$ cat src/rtl/ps2_key_tracker.sv
// ps2_key_tracker
//   Turns raw PS/2 set-2 scan bytes into an ordered table of currently held keys.
//   E0 (extended) and F0 (break) prefixes are decoded by a small prefix FSM.
//   Every change to the table is reported as a one-cycle event. A press that
//   arrives while the table is full sets a sticky overflow flag.
//
// Parameters
//   NUM_SLOTS       maximum number of simultaneously held keys (>= 1)
//   TIMEOUT_CYCLES  cycles a partial prefix sequence may wait for its next byte (>= 2)
//
// Ports
//   Clk           system clock, the only clock
//   Reset         synchronous active-high reset; overrides every other input
//   scan_byte     scan byte from the keyboard driver
//   scan_valid    one-cycle strobe that marks scan_byte as a new byte
//   overflow_clr  clears the sticky overflow flag
//   keys_out      held key codes; slot i = [8i+7:8i]; slot 0 is the oldest; an empty slot reads 8'h00
//   ext_out       bit i is set when slot i holds an E0-extended key
//   count_out     number of occupied slots
//   overflow      sticky flag: a make was dropped because the table was full
//   evt_valid     one-cycle pulse in the cycle after the table changes
//   evt_make      1 = a key was added, 0 = a key was removed
//   evt_code      code of the key that was added or removed
//   evt_ext       extended flag of the key that was added or removed
module ps2_key_tracker #(
  parameter int NUM_SLOTS      = 4,
  parameter int TIMEOUT_CYCLES = 50000,
  localparam int CW            = $clog2(NUM_SLOTS + 1)
) (
  input  logic                   Clk,
  input  logic                   Reset,
  input  logic [7:0]             scan_byte,
  input  logic                   scan_valid,
  input  logic                   overflow_clr,
  output logic [8*NUM_SLOTS-1:0] keys_out,
  output logic [NUM_SLOTS-1:0]   ext_out,
  output logic [CW-1:0]          count_out,
  output logic                   overflow,
  output logic                   evt_valid,
  output logic                   evt_make,
  output logic [7:0]             evt_code,
  output logic                   evt_ext
);

  localparam int TMO_W = (TIMEOUT_CYCLES > 2) ? $clog2(TIMEOUT_CYCLES) : 1;
  localparam logic [TMO_W-1:0] TMO_LAST = TMO_W'(TIMEOUT_CYCLES - 1);
  localparam logic [CW-1:0]    FULL_CNT = CW'(NUM_SLOTS);

  typedef enum logic [1:0] {
    S_IDLE,
    S_EXT,
    S_BRK,
    S_EXT_BRK
  } state_e;

  // Prefix FSM and timeout
  state_e           state_q, state_d;
  logic [TMO_W-1:0] tmo_q, tmo_d;

  // Key table
  logic [7:0]       keys_q [NUM_SLOTS];
  logic [7:0]       keys_d [NUM_SLOTS];
  logic             ext_q  [NUM_SLOTS];
  logic             ext_d  [NUM_SLOTS];
  logic [CW-1:0]    count_q, count_d;
  logic             overflow_q, overflow_d;

  // Event outputs
  logic             evt_valid_q, evt_valid_d;
  logic             evt_make_q, evt_make_d;
  logic [7:0]       evt_code_q, evt_code_d;
  logic             evt_ext_q, evt_ext_d;

  // Decoded actions leaving the FSM
  logic             byte_ignored;
  logic             byte_accept;
  logic             act_make;
  logic             act_break;
  logic             act_ext;

  // Table lookup helpers
  logic             hit;
  int               hit_idx;
  logic             drop;

  // Keyboard self-test / ack / resend / error bytes never take part in a
  // sequence and must not refresh the timeout either.
  assign byte_ignored = (scan_byte == 8'h00) || (scan_byte == 8'hAA) ||
                        (scan_byte == 8'hFA) || (scan_byte == 8'hFE);
  assign byte_accept  = scan_valid && !byte_ignored;

  always_comb begin
    state_d   = state_q;
    tmo_d     = tmo_q;
    act_make  = 1'b0;
    act_break = 1'b0;
    act_ext   = 1'b0;

    if (byte_accept) begin
      tmo_d = '0;
      unique case (state_q)
        S_IDLE: begin
          if (scan_byte == 8'hE0)      state_d = S_EXT;
          else if (scan_byte == 8'hF0) state_d = S_BRK;
          else                         act_make = 1'b1;
        end
        S_EXT: begin
          if (scan_byte == 8'hF0)      state_d = S_EXT_BRK;
          else if (scan_byte == 8'hE0) state_d = S_EXT;
          else begin
            act_make = 1'b1;
            act_ext  = 1'b1;
            state_d  = S_IDLE;
          end
        end
        S_BRK: begin
          // A stray E0 after F0 restarts the sequence as an extended one.
          if (scan_byte == 8'hF0)      state_d = S_BRK;
          else if (scan_byte == 8'hE0) state_d = S_EXT;
          else begin
            act_break = 1'b1;
            state_d   = S_IDLE;
          end
        end
        S_EXT_BRK: begin
          if ((scan_byte == 8'hE0) || (scan_byte == 8'hF0)) state_d = S_EXT_BRK;
          else begin
            act_break = 1'b1;
            act_ext   = 1'b1;
            state_d   = S_IDLE;
          end
        end
        default: state_d = S_IDLE;
      endcase
    end else if (state_q != S_IDLE) begin
      // A strobe in the expiry cycle takes the branch above, so it still
      // completes the sequence instead of being lost to the timeout.
      if (tmo_q == TMO_LAST) begin
        state_d = S_IDLE;
        tmo_d   = '0;
      end else begin
        tmo_d = tmo_q + TMO_W'(1);
      end
    end
  end

  // Lookup: a key matches only on code and extended flag together.
  always_comb begin
    hit     = 1'b0;
    hit_idx = 0;
    for (int i = 0; i < NUM_SLOTS; i++) begin
      if (!hit && (i < int'(count_q)) && (keys_q[i] == scan_byte) && (ext_q[i] == act_ext)) begin
        hit     = 1'b1;
        hit_idx = i;
      end
    end
  end

  always_comb begin
    for (int i = 0; i < NUM_SLOTS; i++) begin
      keys_d[i] = keys_q[i];
      ext_d[i]  = ext_q[i];
    end
    count_d     = count_q;
    drop        = 1'b0;
    evt_valid_d = 1'b0;
    evt_make_d  = 1'b0;
    evt_code_d  = 8'h00;
    evt_ext_d   = 1'b0;

    if (act_make && !hit) begin
      if (count_q == FULL_CNT) begin
        drop = 1'b1;
      end else begin
        for (int i = 0; i < NUM_SLOTS; i++) begin
          if (i == int'(count_q)) begin
            keys_d[i] = scan_byte;
            ext_d[i]  = act_ext;
          end
        end
        count_d     = count_q + CW'(1);
        evt_valid_d = 1'b1;
        evt_make_d  = 1'b1;
        evt_code_d  = scan_byte;
        evt_ext_d   = act_ext;
      end
    end

    if (act_break && hit) begin
      // Close the gap so the remaining keys keep their press order.
      for (int i = 0; i < NUM_SLOTS - 1; i++) begin
        if ((i >= hit_idx) && (i < int'(count_q) - 1)) begin
          keys_d[i] = keys_q[i+1];
          ext_d[i]  = ext_q[i+1];
        end
      end
      for (int i = 0; i < NUM_SLOTS; i++) begin
        if (i == int'(count_q) - 1) begin
          keys_d[i] = 8'h00;
          ext_d[i]  = 1'b0;
        end
      end
      count_d     = count_q - CW'(1);
      evt_valid_d = 1'b1;
      evt_make_d  = 1'b0;
      evt_code_d  = scan_byte;
      evt_ext_d   = act_ext;
    end
  end

  // A drop in the same cycle as a clear leaves the flag set.
  always_comb begin
    overflow_d = overflow_q;
    if (drop)              overflow_d = 1'b1;
    else if (overflow_clr) overflow_d = 1'b0;
  end

  always_ff @(posedge Clk) begin
    if (Reset) begin
      state_q     <= S_IDLE;
      tmo_q       <= '0;
      count_q     <= '0;
      overflow_q  <= 1'b0;
      evt_valid_q <= 1'b0;
      evt_make_q  <= 1'b0;
      evt_code_q  <= 8'h00;
      evt_ext_q   <= 1'b0;
      for (int i = 0; i < NUM_SLOTS; i++) begin
        keys_q[i] <= 8'h00;
        ext_q[i]  <= 1'b0;
      end
    end else begin
      state_q     <= state_d;
      tmo_q       <= tmo_d;
      count_q     <= count_d;
      overflow_q  <= overflow_d;
      evt_valid_q <= evt_valid_d;
      evt_make_q  <= evt_make_d;
      evt_code_q  <= evt_code_d;
      evt_ext_q   <= evt_ext_d;
      for (int i = 0; i < NUM_SLOTS; i++) begin
        keys_q[i] <= keys_d[i];
        ext_q[i]  <= ext_d[i];
      end
    end
  end

  always_comb begin
    keys_out = '0;
    ext_out  = '0;
    for (int i = 0; i < NUM_SLOTS; i++) begin
      keys_out[8*i +: 8] = keys_q[i];
      ext_out[i]         = ext_q[i];
    end
  end

  assign count_out = count_q;
  assign overflow  = overflow_q;
  assign evt_valid = evt_valid_q;
  assign evt_make  = evt_make_q;
  assign evt_code  = evt_code_q;
  assign evt_ext   = evt_ext_q;

endmodule
$ cat config.mk
export PLATFORM = sky130hd
export DESIGN_NAME = ps2_key_tracker
export DESIGN_NICKNAME = d
export VERILOG_FILES = /design/src/rtl/ps2_key_tracker.sv
export SDC_FILE = /design/constraint.sdc
export NUM_CORES = 1
export LEC_CHECK = 0
export BUFFER_PORTS_ARGS = -buffer_cell sky130_fd_sc_hd__clkbuf_2
export CORE_ASPECT_RATIO = 1.5
export CORE_MARGIN = 5
export CORE_UTILIZATION = 59
export DETAILED_ROUTE_END_ITERATION = 10
export GPL_TIMING_DRIVEN = 0
export HOLD_SLACK_MARGIN = 0.05
export PLACE_DENSITY = 0.93
export SLEW_MARGIN = 30
export SYNTH_ARGS = -nofsm -noshare
export SYNTH_HDL_FRONTEND = slang
export SYNTH_SLANG_ARGS = --single-unit
$ cat constraint.sdc
create_clock -name Clk -period 4.4 [get_ports Clk]
set_clock_uncertainty 0.2 [all_clocks]
set_input_delay 0.66 -clock Clk [delete_from_list [all_inputs] [get_ports Clk]]
set_output_delay 0.66 -clock Clk [all_outputs]
set_load 0.05 [all_outputs]
Yosys cells after proc, flatten, opt, wreduce, memory -nomap -nowiden. Memory sizes are Yosys's and may differ from the RTL's. Cells that the tools add are included.

Add/sub/neg operators: 4. Multiply operators: 0. Divide/modulo/power cells: 0. $lt $le $gt $ge: 10. Equal/unequal tests: 26. Shifts and indexed selects: 0. Muxes and demuxes: 84. Bitwise logic cells: 8. Reduce and logical (&&, ||, !) cells: 39.

Operators with widths (number): $mux 32 (5); $mux 8 (18); $mux 1 (42); $eq 8x8->1 const B (5); $eq 8x8->1 (4); $ge 1x32->1 const A (1); $ge 2x32->1 const A (1); $ge 3x32->1 const A (1); $logic_not 32->1 (1); $logic_and 1x1->1 (17); $add 16x1->16 const B (1); $eq 16x16->1 const B (1); $mux 16 (1); $mux 2 (8); $mux 4 (3); $reduce_bool 2->1 (5); $mux 3 (3); $eq 3x4->1 const A (2); $logic_not 8->1 (1); $or 1x1->1 (8); $pmux 2 s4 (1); $eq 3x3->1 const A (2); $lt 1x3->1 const A (2); $lt 2x3->1 const A (2); 22 further kinds (36).

Flip-flop bits (word level): 33. Bits in latches: 0. RAM bits: 36. ROM bits: 0. Bits of input ports: 12. Logic and storage cells: 181. Memories: 2.

Memories: keys_q (depth 4, bits a word 8, read ports 4, clocked after memory_dff 0, write ports 4, RTL line 61) `logic [7:0] keys_q [NUM_SLOTS];`; ext_q (depth 4, bits a word 1, read ports 4, clocked after memory_dff 0, write ports 4, RTL line 63) `logic ext_q [NUM_SLOTS];`.

Logic depth before layout (Yosys ltp).
Depth in word-level cells: 32. Depth in mapped cells: 10. Mapped depth without buffers: 9.

Worst setup path after synthesis. OpenSTA, ideal clock, no wires.

Path type: input -> register. Start point: input port scan_byte[2]. End point: memory ext_q[2]. Setup time: 0.086 ns. Arrival: 2.987 ns. Path slack: 1.128 ns. Stages: 10. Buffers on the path: 3. Cells stage by stage: buf_2 > or3_1 > a211o_1 > and4_1 > buf_2 > mux2i_1 > o41ai_4 > clkbuf_1 > nor2_1 > a211oi_1.

RTL lines: start, declared (RTL line 32) `input logic [7:0] scan_byte,`; end, declared (RTL line 63).

==> impl_metrics.csv <==
group,metric,value,unit
power,power_frac_clock,31.9,%
floorplanning,io_pins,63,
place,hpwlAfterDp,7900,um
power,switchingPower,574.5,uW
global_route,antenna_found_initial,0,
status,status,"finished clean",
synthesis,ys.flop_type,"dfxtp_1",
detailed_routing,drt_iter0_drc,380,
floorplanning,initial_core_util,61.07,%
clock_tree,cts_resized,0,
finish,multi_input_area,2419,um^2
place,placed_cells_incl_taps,592,
detailed_routing,ant_nets,0,
synthesis,yosysTopAreaCellShare,34.39,%
power,power_leakage,1.866,nW
critical_path,slowest_stage,"o31ai_2",
timing,max_slew_margin,38.22,%
power,power_frac_comb,25.6,%
global_route,grt_pass1_wl,17900,um
synthesis,synth_top_cell_by_area,"dfxtp_1",
clock_tree,clk_pin_slew,0.08,ns
place,place_area,4417,um^2
job,maxCapViolCount,0,
finish,synthToLayoutAreaGrowth,14.74,%
clock_tree,clk_latency,0.37,ns
synthesis,ys_top_cells_by_area,"dfxtp_1, mux2i_1, xor2_1, nor2_1, xnor2_1",
finish,final_cell_mix,"dfxtp_1, nor2_1, clkbuf_2, xor2_1, mux2i_1",
timing,period_minus_slack,3.613,ns
detailed_routing,drtPass1Iterations,5,
synthesis,yosysSeqAreaShare,34.39,%
place,port_buffers,61,
clock_tree,postCtsHoldBufs,0,
synthesis,postSynthAreaPerCell,8.827,um^2
global_route,use_met3,6.341,%
worst_hold_path,hp-class,"reg -> reg",
clock_tree,cts_buffers,9,
finish,n_fill_cell,486,
power,swShare,35.52,%
clock_tree,cts_tree,"built",
power,p_per_area,351.0,nW/um^2
detailed_routing,viasPerCell,6.189,
finish,antenna_cells,0,
floorplanning,die_y,111.1,um
synthesis,syn-cell-area,4016,um^2
critical_path,crit_path_end_kind,"register",
critical_path,path_max_fanout,10,
finish,fin_cells,608,
synthesis,postSynthCellCount,455,
detailed_routing,vias,3763,
global_route,grt_usage,25.42,%
synthesis,yosysWarningCount,0,
finish,register_area,1381,um^2
floorplanning,die-area,8591,um^2
clock_tree,clock-sinks,69,
critical_path,worstSetupPathType,"in -> reg",
critical_path,cp_slowest_stage_delay,0.73,ns
timing,fin_setup_tns,0,ns
detailed_routing,drt-total-wl,10740,um
critical_path,path_cells,"clkbuf_2 > buf_2 > xor2_1 > nor4_1 > nand3_1 > o221ai_2 > a22oi_4 > o31ai_2 > nor2_1",
floorplanning,die_x,77.37,um
finish,fin_area,4608,um^2
global_route,grt_max_degree,13,
global_route,top_usage_layer,"met2",
floorplanning,placementRows,36,
timing,finalHoldWorstSlack,0.2969,ns
power,intPower,1.043,mW
finish,nets,548,
timing,drv_slew,0,
clock_tree,cts_setup_buffers,0,
detailed_routing,wire_per_inst,17.66,um
global_route,grt_pass1_vias,3681,
detailed_routing,drc,0,
clock_tree,max-clock-path-buffers,2,
critical_path,start_kind,"input pin",
critical_path,critPathArrivalTime,3.64,ns
synthesis,yosys.cell_types.count,58,
critical_path,crit_required,4.42,ns
synthesis,postSynthNetCount,476,
power,ir_worst_vdd,0.2849,mV
timing,fin_crit_sh,82.12,%
clock_tree,cts-root-buf,"clkbuf_8",
timing,rsz0062_at_grt,"no",
global_route,grtUsageMet1,28.30,%
finish,layout_commonest_cell,"dfxtp_1",
floorplanning,core_area,6576,um^2
power,pwr-share-seq,42.5,%
timing,hold_viol,0,
timing,tightest_slew,0.9249,ns
place,place.gp.congestion,0.9039,
finish,drive_gt1_share,21.99,%
clock_tree,htree_levels,3,
global_route,gr-total-overflow,0,
synthesis,async_flop_share,0,%
timing,fmax,276.8,MHz
global_route,use_met2,44.54,%
synthesis,synth_edf_count,0,
timing,setup_viol,0,
synthesis,ys_ff_latch,69,
cell type report:
| class | instances | share of cell area (%) |
|---|---|---|
| Clock buffer | 10 | 2.769 |
| Timing Repair Buffer | 61 | 6.625 |
| Sequential cell | 69 | 29.98 |
| Clock inverter | 6 | 1.385 |
| Inverter | 16 | 1.303 |
| Tap cell | 76 | 2.064 |
| Multi-Input combinational cell | 340 | 52.48 |
| Buffer | 30 | 3.394 |
state kept, by name, indices dropped and copies added, names as in the netlist:
name / cells
evt_make: 1
evt_code: 8
tmo_q: 16
evt_valid: 1
evt_ext: 1
ext_q: 4
count_out: 3
overflow: 1
keys_q: 32
state_q: 2
synth_stat cells, drive strengths merged, types with 10 or more instances:
| cell type | n |
|---|---|
| dfxtp | 69 |
| nor2 | 63 |
| xor2 | 32 |
| mux2i | 29 |
| a211oi | 19 |
| buf | 19 |
| nand3 | 19 |
| xnor2 | 18 |
| nand2 | 17 |
| inv | 16 |
| o21ai | 15 |
| nand4 | 12 |
| clkbuf | 11 |
| o221ai | 11 |
| a21oi | 10 |
| a31oi | 10 |
| nor3 | 10 |
through the flow:
stage,power [mW],util (%),worst slack [ns]
final,1.617,70.07,0.7869
after global routing,1.687,70.07,0.6335
after CTS,1.617,70.07,0.8353
after detailed placement,1.107,67.16,0.4905
after global placement,1.096,67.16,0.6068
after floorplan,1.011,-,1.128
final timing paths:
path | startpoint | endpoint | slack [ns] | depth (start not counted)
max reg2reg | count_out[1]$_SDFFE_PP0P_ | keys_q[3][3]$_SDFF_PP0_ | 1.07 | 9
min | tmo_q[1]$_SDFFE_PP0N_ | tmo_q[1]$_SDFFE_PP0N_ | 0.30 | 2
min reg2reg | tmo_q[1]$_SDFFE_PP0N_ | tmo_q[1]$_SDFFE_PP0N_ | 0.30 | 2
max | scan_byte[1] | keys_q[3][3]$_SDFF_PP0_ | 0.79 | 9
metal layers:
metal  part of all wire [%]  vias up
met4                    2.9        0
met1                     38     1766
met3                    6.4       31
li1                       -     1801
met2                     53      165
met5                      0        -
worst max-delay path: cells and delay by family:
kind            cells  cell delay, ns
compound gates      3            1.50
simple gates        3            0.98
buf+inv             2            0.29
xor+xnor            1            0.19
kinds of logic after synthesis:
group | count (synthesis) | synth area share, %
AO/OA/AOI/OAI | 89 | 17.79
XOR/XNOR | 50 | 10.90
adder cells (fa/ha/maj) | 9 | 2.804
buffers and inverters | 46 | 5.389
flip-flops | 69 | 34.39
multiplexers | 30 | 7.508
AND/OR/NAND/NOR | 162 | 21.22
power by group through the flow:
stage / registers, mW / logic, mW / clock network (mW)
final: 0.688 / 0.414 / 0.516
after floorplan: 0.795 / 0.216 / 0
after CTS: 0.687 / 0.410 / 0.520
after global placement: 0.700 / 0.397 / 0
after global routing: 0.692 / 0.445 / 0.550
after detailed placement: 0.701 / 0.405 / 0
No activity file was read; power rests on OpenSTA's default activity.
